--- config.mk ---
export PLATFORM = sky130hd
export DESIGN_NAME = tmds_channel_decoder
export DESIGN_NICKNAME = d
export VERILOG_FILES = /design/src/rtl/hdmi_pkg.sv /design/src/rtl/tmds_word_aligner.sv /design/src/rtl/tmds_channel_decoder.sv
export SDC_FILE = /design/constraint.sdc
export NUM_CORES = 1
export LEC_CHECK = 0
export CAP_MARGIN = 10
export CORE_ASPECT_RATIO = 0.5
export CORE_MARGIN = 2
export CORE_UTILIZATION = 55
export CTS_CLUSTER_DIAMETER = 120
export DETAILED_ROUTE_END_ITERATION = 16
export GPL_TIMING_DRIVEN = 0
export PLACE_DENSITY = 0.78
export SLEW_MARGIN = 20
export SYNTH_ARGS = -nofsm -noshare
export SYNTH_HDL_FRONTEND = slang
export SYNTH_SLANG_ARGS = --single-unit
export TNS_END_PERCENT = 5
--- constraint.sdc ---
create_clock -name pixclk -period 5.2 [get_ports pixclk]
set_input_delay 0.78 -clock pixclk [delete_from_list [all_inputs] [get_ports pixclk]]
set_output_delay 0.78 -clock pixclk [all_outputs]
set_load 0.005 [all_outputs]
--- src/rtl/hdmi_pkg.sv ---
// Shared HDMI/TMDS constants, token table and symbol helpers.
// Used by both the TMDS encoder and the channel decoder.
package hdmi_pkg;

  localparam int TMDS_W = 10;

  localparam logic [TMDS_W-1:0] TOK_C00 = 10'h354;
  localparam logic [TMDS_W-1:0] TOK_C01 = 10'h0AB;
  localparam logic [TMDS_W-1:0] TOK_C10 = 10'h154;
  localparam logic [TMDS_W-1:0] TOK_C11 = 10'h2AB;

  // Indexed by {c1,c0}
  localparam logic [TMDS_W-1:0] CTRL_TOKEN [4] = '{
    TOK_C00, TOK_C01, TOK_C10, TOK_C11
  };

  localparam int H_ACTIVE = 640;
  localparam int H_FP     = 16;
  localparam int H_SYNC   = 96;
  localparam int H_BP     = 48;
  localparam int H_TOTAL  = 800;
  localparam int V_ACTIVE = 480;
  localparam int V_FP     = 10;
  localparam int V_SYNC   = 2;
  localparam int V_BP     = 33;
  localparam int V_TOTAL  = 525;

  typedef enum logic {
    AL_SEARCH,
    AL_LOCKED
  } align_state_t;

  function automatic logic is_token(
    input logic [TMDS_W-1:0] w
  );
    return (w == TOK_C00) || (w == TOK_C01) ||
           (w == TOK_C10) || (w == TOK_C11);
  endfunction

  function automatic logic [1:0] token_ctrl(
    input logic [TMDS_W-1:0] w
  );
    logic [1:0] c;
    case (w)
      TOK_C01: c = 2'b01;
      TOK_C10: c = 2'b10;
      TOK_C11: c = 2'b11;
      default: c = 2'b00;
    endcase
    return c;
  endfunction

  function automatic logic [7:0] tmds_decode(
    input logic [TMDS_W-1:0] q
  );
    logic [7:0] d;
    logic [7:0] o;
    d = q[9] ? ~q[7:0] : q[7:0];
    o[0] = d[0];
    for (int i = 1; i < 8; i++) begin
      o[i] = q[8] ? (d[i] ^ d[i-1]) : ~(d[i] ^ d[i-1]);
    end
    return o;
  endfunction

endpackage

--- src/rtl/tmds_word_aligner.sv ---
// Finds the TMDS symbol boundary in an unaligned 10-bit word stream
// by hunting for runs of control tokens, one bit offset at a time.
module tmds_word_aligner
  import hdmi_pkg::*;
#(
  parameter int CTRL_RUN       = 8,
  parameter int SEARCH_TIMEOUT = 1024,
  parameter int LOSS_TIMEOUT   = 4096
) (
  input  logic              pixclk,
  input  logic              rst_n,
  input  logic [TMDS_W-1:0] i_raw,
  output logic [TMDS_W-1:0] o_aligned,
  output logic              o_locked,
  output logic [3:0]        o_offset
);

  localparam int RW = $clog2(CTRL_RUN + 1);
  localparam int TMAX = (SEARCH_TIMEOUT > LOSS_TIMEOUT) ?
                        SEARCH_TIMEOUT : LOSS_TIMEOUT;
  localparam int TW = $clog2(TMAX);
  localparam logic [RW-1:0] RUN_MAX = RW'(CTRL_RUN);
  localparam logic [TW-1:0] S_TC = TW'(SEARCH_TIMEOUT - 1);
  localparam logic [TW-1:0] L_TC = TW'(LOSS_TIMEOUT - 1);

  logic [TMDS_W-1:0]   r_prev;
  logic [TMDS_W-1:0]   r_aligned;
  logic [RW-1:0]       r_run;
  logic [TW-1:0]       r_tmo;
  logic [3:0]          r_off;
  align_state_t        r_state;

  logic [2*TMDS_W-1:0] w_win;
  logic                w_tok;
  logic [RW-1:0]       w_run_nxt;
  logic                w_hit;

  assign w_win = {i_raw, r_prev};
  assign w_tok = is_token(r_aligned);

  always_comb begin
    w_run_nxt = '0;
    if (w_tok) begin
      w_run_nxt = (r_run == RUN_MAX) ? r_run : r_run + 1'b1;
    end
  end

  // A completed run beats a same-cycle timeout.
  assign w_hit = (w_run_nxt == RUN_MAX);

  always_ff @(posedge pixclk or negedge rst_n) begin
    if (!rst_n) begin
      r_prev    <= '0;
      r_aligned <= '0;
      r_run     <= '0;
      r_tmo     <= '0;
      r_off     <= '0;
      r_state   <= AL_SEARCH;
    end else begin
      r_prev    <= i_raw;
      r_aligned <= w_win[r_off +: TMDS_W];
      r_run     <= w_run_nxt;
      r_tmo     <= r_tmo + 1'b1;
      unique case (r_state)
        AL_SEARCH: begin
          if (w_hit) begin
            r_state <= AL_LOCKED;
            r_tmo   <= '0;
          end else if (r_tmo == S_TC) begin
            r_off <= (r_off == 4'd9) ? 4'd0 : r_off + 4'd1;
            r_run <= '0;
            r_tmo <= '0;
          end
        end
        AL_LOCKED: begin
          if (w_hit) begin
            r_tmo <= '0;
          end else if (r_tmo == L_TC) begin
            r_state <= AL_SEARCH;
            r_run   <= '0;
            r_tmo   <= '0;
          end
        end
      endcase
    end
  end

  assign o_aligned = r_aligned;
  assign o_locked  = (r_state == AL_LOCKED);
  assign o_offset  = r_off;

endmodule

--- src/rtl/tmds_channel_decoder.sv ---
// One TMDS receive channel: word alignment followed by a
// registered 10b->8b decode with DE and control recovery.
module tmds_channel_decoder
  import hdmi_pkg::*;
#(
  parameter int CTRL_RUN       = 8,
  parameter int SEARCH_TIMEOUT = 1024,
  parameter int LOSS_TIMEOUT   = 4096
) (
  input  logic              pixclk,
  input  logic              rst_n,
  input  logic [TMDS_W-1:0] raw_word,
  output logic [7:0]        data,
  output logic              de,
  output logic [1:0]        ctrl,
  output logic              locked,
  output logic [3:0]        bit_offset
);

  logic [TMDS_W-1:0] w_aligned;
  logic              w_tok;
  logic [7:0]        r_data;
  logic              r_de;
  logic [1:0]        r_ctrl;

  tmds_word_aligner #(
    .CTRL_RUN       (CTRL_RUN),
    .SEARCH_TIMEOUT (SEARCH_TIMEOUT),
    .LOSS_TIMEOUT   (LOSS_TIMEOUT)
  ) u_align (
    .pixclk    (pixclk),
    .rst_n     (rst_n),
    .i_raw     (raw_word),
    .o_aligned (w_aligned),
    .o_locked  (locked),
    .o_offset  (bit_offset)
  );

  assign w_tok = is_token(w_aligned);

  // ctrl holds the last token's value through data periods
  always_ff @(posedge pixclk or negedge rst_n) begin
    if (!rst_n) begin
      r_data <= '0;
      r_de   <= 1'b0;
      r_ctrl <= '0;
    end else begin
      r_de   <= !w_tok;
      r_data <= w_tok ? 8'h00 : tmds_decode(w_aligned);
      if (w_tok) begin
        r_ctrl <= token_ctrl(w_aligned);
      end
    end
  end

  assign data = r_data;
  assign de   = r_de;
  assign ctrl = r_ctrl;

endmodule
# Word-level counts from Yosys, hierarchy flattened
# Index checks and enable logic that the tools add are counted.
[classes]
n_shift = 1
addsub = 3
n_mux = 27
bitwise_logic = 17
reduce_logical = 5
eq_ne = 9
[ops]
columns = ["operator", "count"]
rows = [
  ["2-to-1 mux 12 bit", 4],
  ["2-to-1 mux 4 bit", 7],
  ["one-hot mux 12 bit (2 select lines)", 1],
  ["== test 10 bit, second input constant", 2],
  ["variable part select 20 x 5 -> 10 bit", 1],
  ["2-to-1 mux 8 bit", 2],
  ["adder 12 x 1 -> 12 bit, second input constant", 1],
  ["== test 12 x 10 -> 1 bit, second input constant", 1],
  ["== test 12 bit, second input constant", 1],
  ["== test 4 bit, second input constant", 3],
  ["== test 10 x 8 -> 1 bit, second input constant", 1],
  ["== test 10 x 9 -> 1 bit, second input constant", 1],
  ["2-to-1 mux 1 bit", 10],
  ["NOT 1 bit", 9],
  ["adder 4 x 1 -> 4 bit, second input constant", 2],
  ["NOT 8 bit", 1],
  ["one-hot mux 4 bit (2 select lines)", 1],
  ["XOR 1 bit", 7],
  ["one-hot mux 2 bit (3 select lines)", 1],
  ["logical OR 1 bit", 3],
  ["AND reduction 3 bit", 1],
  ["one-hot mux 1 bit (2 select lines)", 1],
  ["logical NOT 1 bit", 1],
]
[word_totals]
wordCells = 71
regBits = 52

# Logic depth before layout (Yosys ltp)
[logic_depth]
ltp_word = 8
ltp_mapped = 8

# By module
# From an unflattened synthesis, not the netlist that was laid out.
[hier_totals]
hier_cells = 256
area_unflattened_um2 = 2904.0
[by_module_without_submodules]
columns = ["module", "instances", "area_per_inst_um2", "cells_per_inst", "seq_area_each_um2"]
rows = [
  ["tmds_word_aligner", 1, 2298.5, 199, 1026.0],
  ["tmds_channel_decoder", 1, 605.6, 57, 275.3],
]

# Worst setup path before layout
# No wires, ideal clock.
[synth_timing]
path_type = "register to register"
start = "register u_align.r_aligned[4] (netlist: u_align.o_aligned[4])"
end = "register u_align.r_tmo[2]"
t_arrival_ns = 2.054
slack_ns = 3.027
stages_incl_launch_ff = 8
setup_time_ns = 0.119
cell_sequence = "dfrtp_1 nand4bb_1 or4_1 buf_2 a2111oi_4 or2_1 buf_4 nor2_1"
[synth_via]
elab_chain_len = 8
elab_cells_between_ends = 12
[synth_rtl]
columns = ["item", "line_no", "source"]
rows = [
  ["start, declared", "tmds_word_aligner.sv:27", "logic [TMDS_W-1:0] r_aligned;"],
  ["start signal, assigned", "tmds_word_aligner.sv:61", "r_aligned <= w_win[r_off +: TMDS_W];"],
  ["== test 10 bit / == test 10 x 8 -> 1 bit (equally long branches)", "hdmi_pkg.sv:36", "return (w == TOK_C00) || (w == TOK_C01) ||"],
  ["logical OR 1 bit (2 in series)", "hdmi_pkg.sv:36", ""],
  ["logical OR 1 bit (*)", "hdmi_pkg.sv:37", "(w == TOK_C10) || (w == TOK_C11);"],
  ["2-to-1 mux 4 bit (*)", "tmds_word_aligner.sv:43", "if (w_tok) begin"],
  ["== test 4 bit (*)", "tmds_word_aligner.sv:49", "assign w_hit = (w_run_nxt == RUN_MAX);"],
  ["2-to-1 mux 12 bit (on tied branches)", "tmds_word_aligner.sv:76, tmds_word_aligner.sv:66", ""],
  ["one-hot mux 12 bit (2 select lines) (*)", "tmds_word_aligner.sv:64", "unique case (r_state)"],
  ["end signal, assigned", "tmds_word_aligner.sv:63", "r_tmo <= r_tmo + 1'b1;"],
  ["end, declared", "tmds_word_aligner.sv:29", "logic [TW-1:0] r_tmo;"],
]
# Mark *: on every way between the ends. The rest lies on a longest branch, timed or not.
# A chain may end at the register's enable or synchronous reset.

# Final worst setup path
[layout_timing]
start = "register u_align.r_run[0]"
end = "register u_align.r_tmo[11]"
[layout_via]
elab_chain_len = 6
elab_cells_between_ends = 8
[layout_rtl]
columns = ["item", "line_no", "source"]
rows = [
  ["start, declared", "tmds_word_aligner.sv:28", "logic [RW-1:0] r_run;"],
  ["start signal, assigned", "tmds_word_aligner.sv:62", "r_run <= w_run_nxt;"],
  ["adder 4 x 1 -> 4 bit / == test 4 bit (equally long branches)", "tmds_word_aligner.sv:44", "w_run_nxt = (r_run == RUN_MAX) ? r_run : r_run + 1'b1;"],
  ["2-to-1 mux 4 bit (*)", "tmds_word_aligner.sv:44", ""],
  ["2-to-1 mux 4 bit (*)", "tmds_word_aligner.sv:43", ""],
  ["== test 4 bit (*)", "tmds_word_aligner.sv:49", ""],
  ["2-to-1 mux 12 bit (on tied branches)", "tmds_word_aligner.sv:76, tmds_word_aligner.sv:66", ""],
  ["one-hot mux 12 bit (2 select lines) (*)", "tmds_word_aligner.sv:64", ""],
]
# Marks and branches as above.

==> impl_metrics.json <==
{
  "grt_max_degree": 30,
  "ir_drop_uv": 122.2,
  "endpoint_kind": "flop",
  "syn-num-nets": 268,
  "cts-root-buf": "clkbuf_8",
  "clk_path_buf_depth": 2,
  "cp-start-kind": "flop",
  "post-cts-setup-buffers": 0,
  "netlist.area_leader.share": 0.4797,
  "dr.pass1.iters": 4,
  "ctsHoldBuffers": 0,
  "drt_iter0_markers": 36,
  "wl_per_cell_um": 15.02,
  "synth_commonest_cells": "dfrtp_1, nor2_1, xnor2_1",
  "portBuffers": 27,
  "critPathArrivalTime_ps": 2710,
  "async_reset_ff_frac": 1.000,
  "via_count": 1983,
  "cts_max_level": 2,
  "maxSlewHeadroom": 0.5458,
  "ys_seq_area_frac": 0.4797,
  "synthFlopType": "dfrtp_1",
  "synthCells": 253,
  "numCtsBuffers": 5,
  "nNetsFinal": 303,
  "p_leak_nw": 1.308,
  "dpl_cell_area_um2": 3088,
  "rows": 17,
  "syn_to_final_growth_pct": 17.16,
  "crit_required_ps": 5410,
  "avgViaCountPerCell": 5.586,
  "timing.final.crit_share": 0.4810,
  "cts_num_sinks": 52,
  "ant_nets": 0,
  "die-area_um2": 5544,
  "setup_tns_ps": 0,
  "cts_tree": "built",
  "grt_pass1_vias": 1914,
  "hold_violations": 0,
  "grt_overflow": 0,
  "path_max_fanout": 10,
  "slew_violations": 0,
  "synth.most_common_cell": "dfrtp_1",
  "synth_area_um2": 2713,
  "routed_wl_mm": 5.331,
  "path_clk_slew_ps": 90,
  "ys_warn_count": 0,
  "worstSetupPathType": "flop to flop",
  "outcome": "completed",
  "rsz0062_at_grt": "false",
  "die_x_um": 103.3,
  "route.detailed.drc": 0,
  "maxCapViolations": 0,
  "worst_pin_slew_ps": 681.3,
  "place_congestion": 0.9114,
  "core-area_um2": 4573,
  "final_layout_size_suffix_gt1_frac": 0.1073,
  "initial_utilization": 0.5932,
  "p_per_area_nw_per_um2": 239.9,
  "fin_area_um2": 3178,
  "finClkSkew_ps": 6.168,
  "ioPinCount": 28,
  "min_path_type": "flop to flop",
  "antennaDiodeCount": 0,
  "ys_seq_elements": 52,
  "synth_area_leader_cell": "dfrtp_1",
  "fin_crit_ps": 2501,
  "hpwl_mm": 4.082,
  "grt_usage": 0.2126,
  "die_y_um": 53.66,
  "grt_pass1_wl_mm": 8.776,
  "synth_area_leaders": "dfrtp_1, mux4_2, xnor2_1",
  "syn_avg_cell_area_um2": 10.72,
  "clk_latency_ps": 310,
  "cts_resized": 0,
  "antenna_found_initial": 0,
  "synth_edf_count": 0,
  "fmax_mhz": 399.8,
  "synth.distinct_cells": 42,
  "setup_viol": 0
}
-- final cells by class --
| class | instances | area, um^2 |
|---|---|---|
| fill | 355 | 1395 |
| multi-input combinational | 180 | 1325 |
| sequential | 52 | 1301 |
| timing repair buffer | 28 | 292.8 |
| clock buffer | 8 | 90.09 |
| tap | 66 | 82.58 |
| buffer | 12 | 52.55 |
| inverter | 9 | 33.78 |
-- worst max-delay path, stage by stage, from the launching register on --
cell       delay [ps]
dfrtp_1           450
inv_1             100
ha_1              200
nor4bb_1          390
a211oi_1          160
a2111oi_4         670
or2_1             190
buf_4             160
nor2_1             70
-- logic make-up (layout without fill, tap and decap cells) --
group / count (synthesis) / in the layout / share of synthesized area
buffers and inverters: 21 / 57 / 0.03183
and+or+nand+nor: 88 / 88 / 0.1559
adders and majority gates: 3 / 3 / 0.01384
muxes: 29 / 29 / 0.1467
DFF: 52 / 52 / 0.4797
xor gates and xnor gates: 24 / 24 / 0.07749
AOI/OAI and AO/OA: 36 / 36 / 0.09455
-- cells in the final DEF (no fill, tap or decap), types with 3 or more instances in the layout --
cell and count:
dfrtp_1 52, nor2_1 33, clkdlybuf4s50_1 26, xnor2_1 18
nand2_1 17, mux2i_1 15, a21oi_1 13, clkbuf_1 10
nand3_1 10, inv_1 9, mux4_2 8, mux2_2 6
a211oi_1 6, xor2_1 6, clkbuf_8 6, and3_1 5
buf_2 4, nor3_1 4, o21a_1 3, nand2b_1 3
o21ai_0 3, ha_1 3
-- metrics by stage --
step                power [mW]  utilization  hold WS, ps  std cells  setup slack (ps)
global route            0.7885       0.6949        509.4        355              2504
CTS                     0.7639       0.6949        488.7        355              2693
detailed placement      0.5310       0.6752        476.3        347              2711
finish                  0.7625       0.6949        486.9        355              2699
global placement        0.5261       0.6703        466.0        346              1937
floorplan               0.4782            -        450.8        253              3027
-- registers in the layout, summed over array words and instances (netlist names) --
| signal | cells |
|---|---|
| ctrl | 2 |
| u_align.r_run | 4 |
| u_align.o_locked | 1 |
| u_align.o_aligned | 10 |
| u_align.o_offset | 4 |
| u_align.r_prev | 10 |
| data | 8 |
| u_align.r_tmo | 12 |
| de | 1 |
-- per-layer routing --
layer	part of all wire	track usage	wire, um
met4	0.014	0.06360	75
met1	0.48	0.2774	2535
met3	0.046	0.04935	247
met2	0.46	0.3636	2472
met5	0	0	0
-- power breakdown --
| part | switching, mW | internal (mW) |
|---|---|---|
| clock network | 0.131 | 0.109 |
| logic | 0.0374 | 0.0508 |
| registers | 0.0112 | 0.423 |
| total | 0.180 | 0.583 |
-- path summary, 6_finish.rpt --
path,start,to,slack [ps],cells past startpoint
min in group asynchronous,rst_n,u_align.r_prev[2],500,1
max in group asynchronous,rst_n,data[1],4150,2
worst max register to register,u_align.r_run[0],u_align.r_tmo[11],2700,8
worst min-delay path,u_align.r_tmo[0],u_align.r_tmo[0],490,1
worst max-delay path,u_align.r_run[0],u_align.r_tmo[11],2700,8
worst min register to register,u_align.r_tmo[0],u_align.r_tmo[0],490,1
Power figures use the tool's default switching activity.
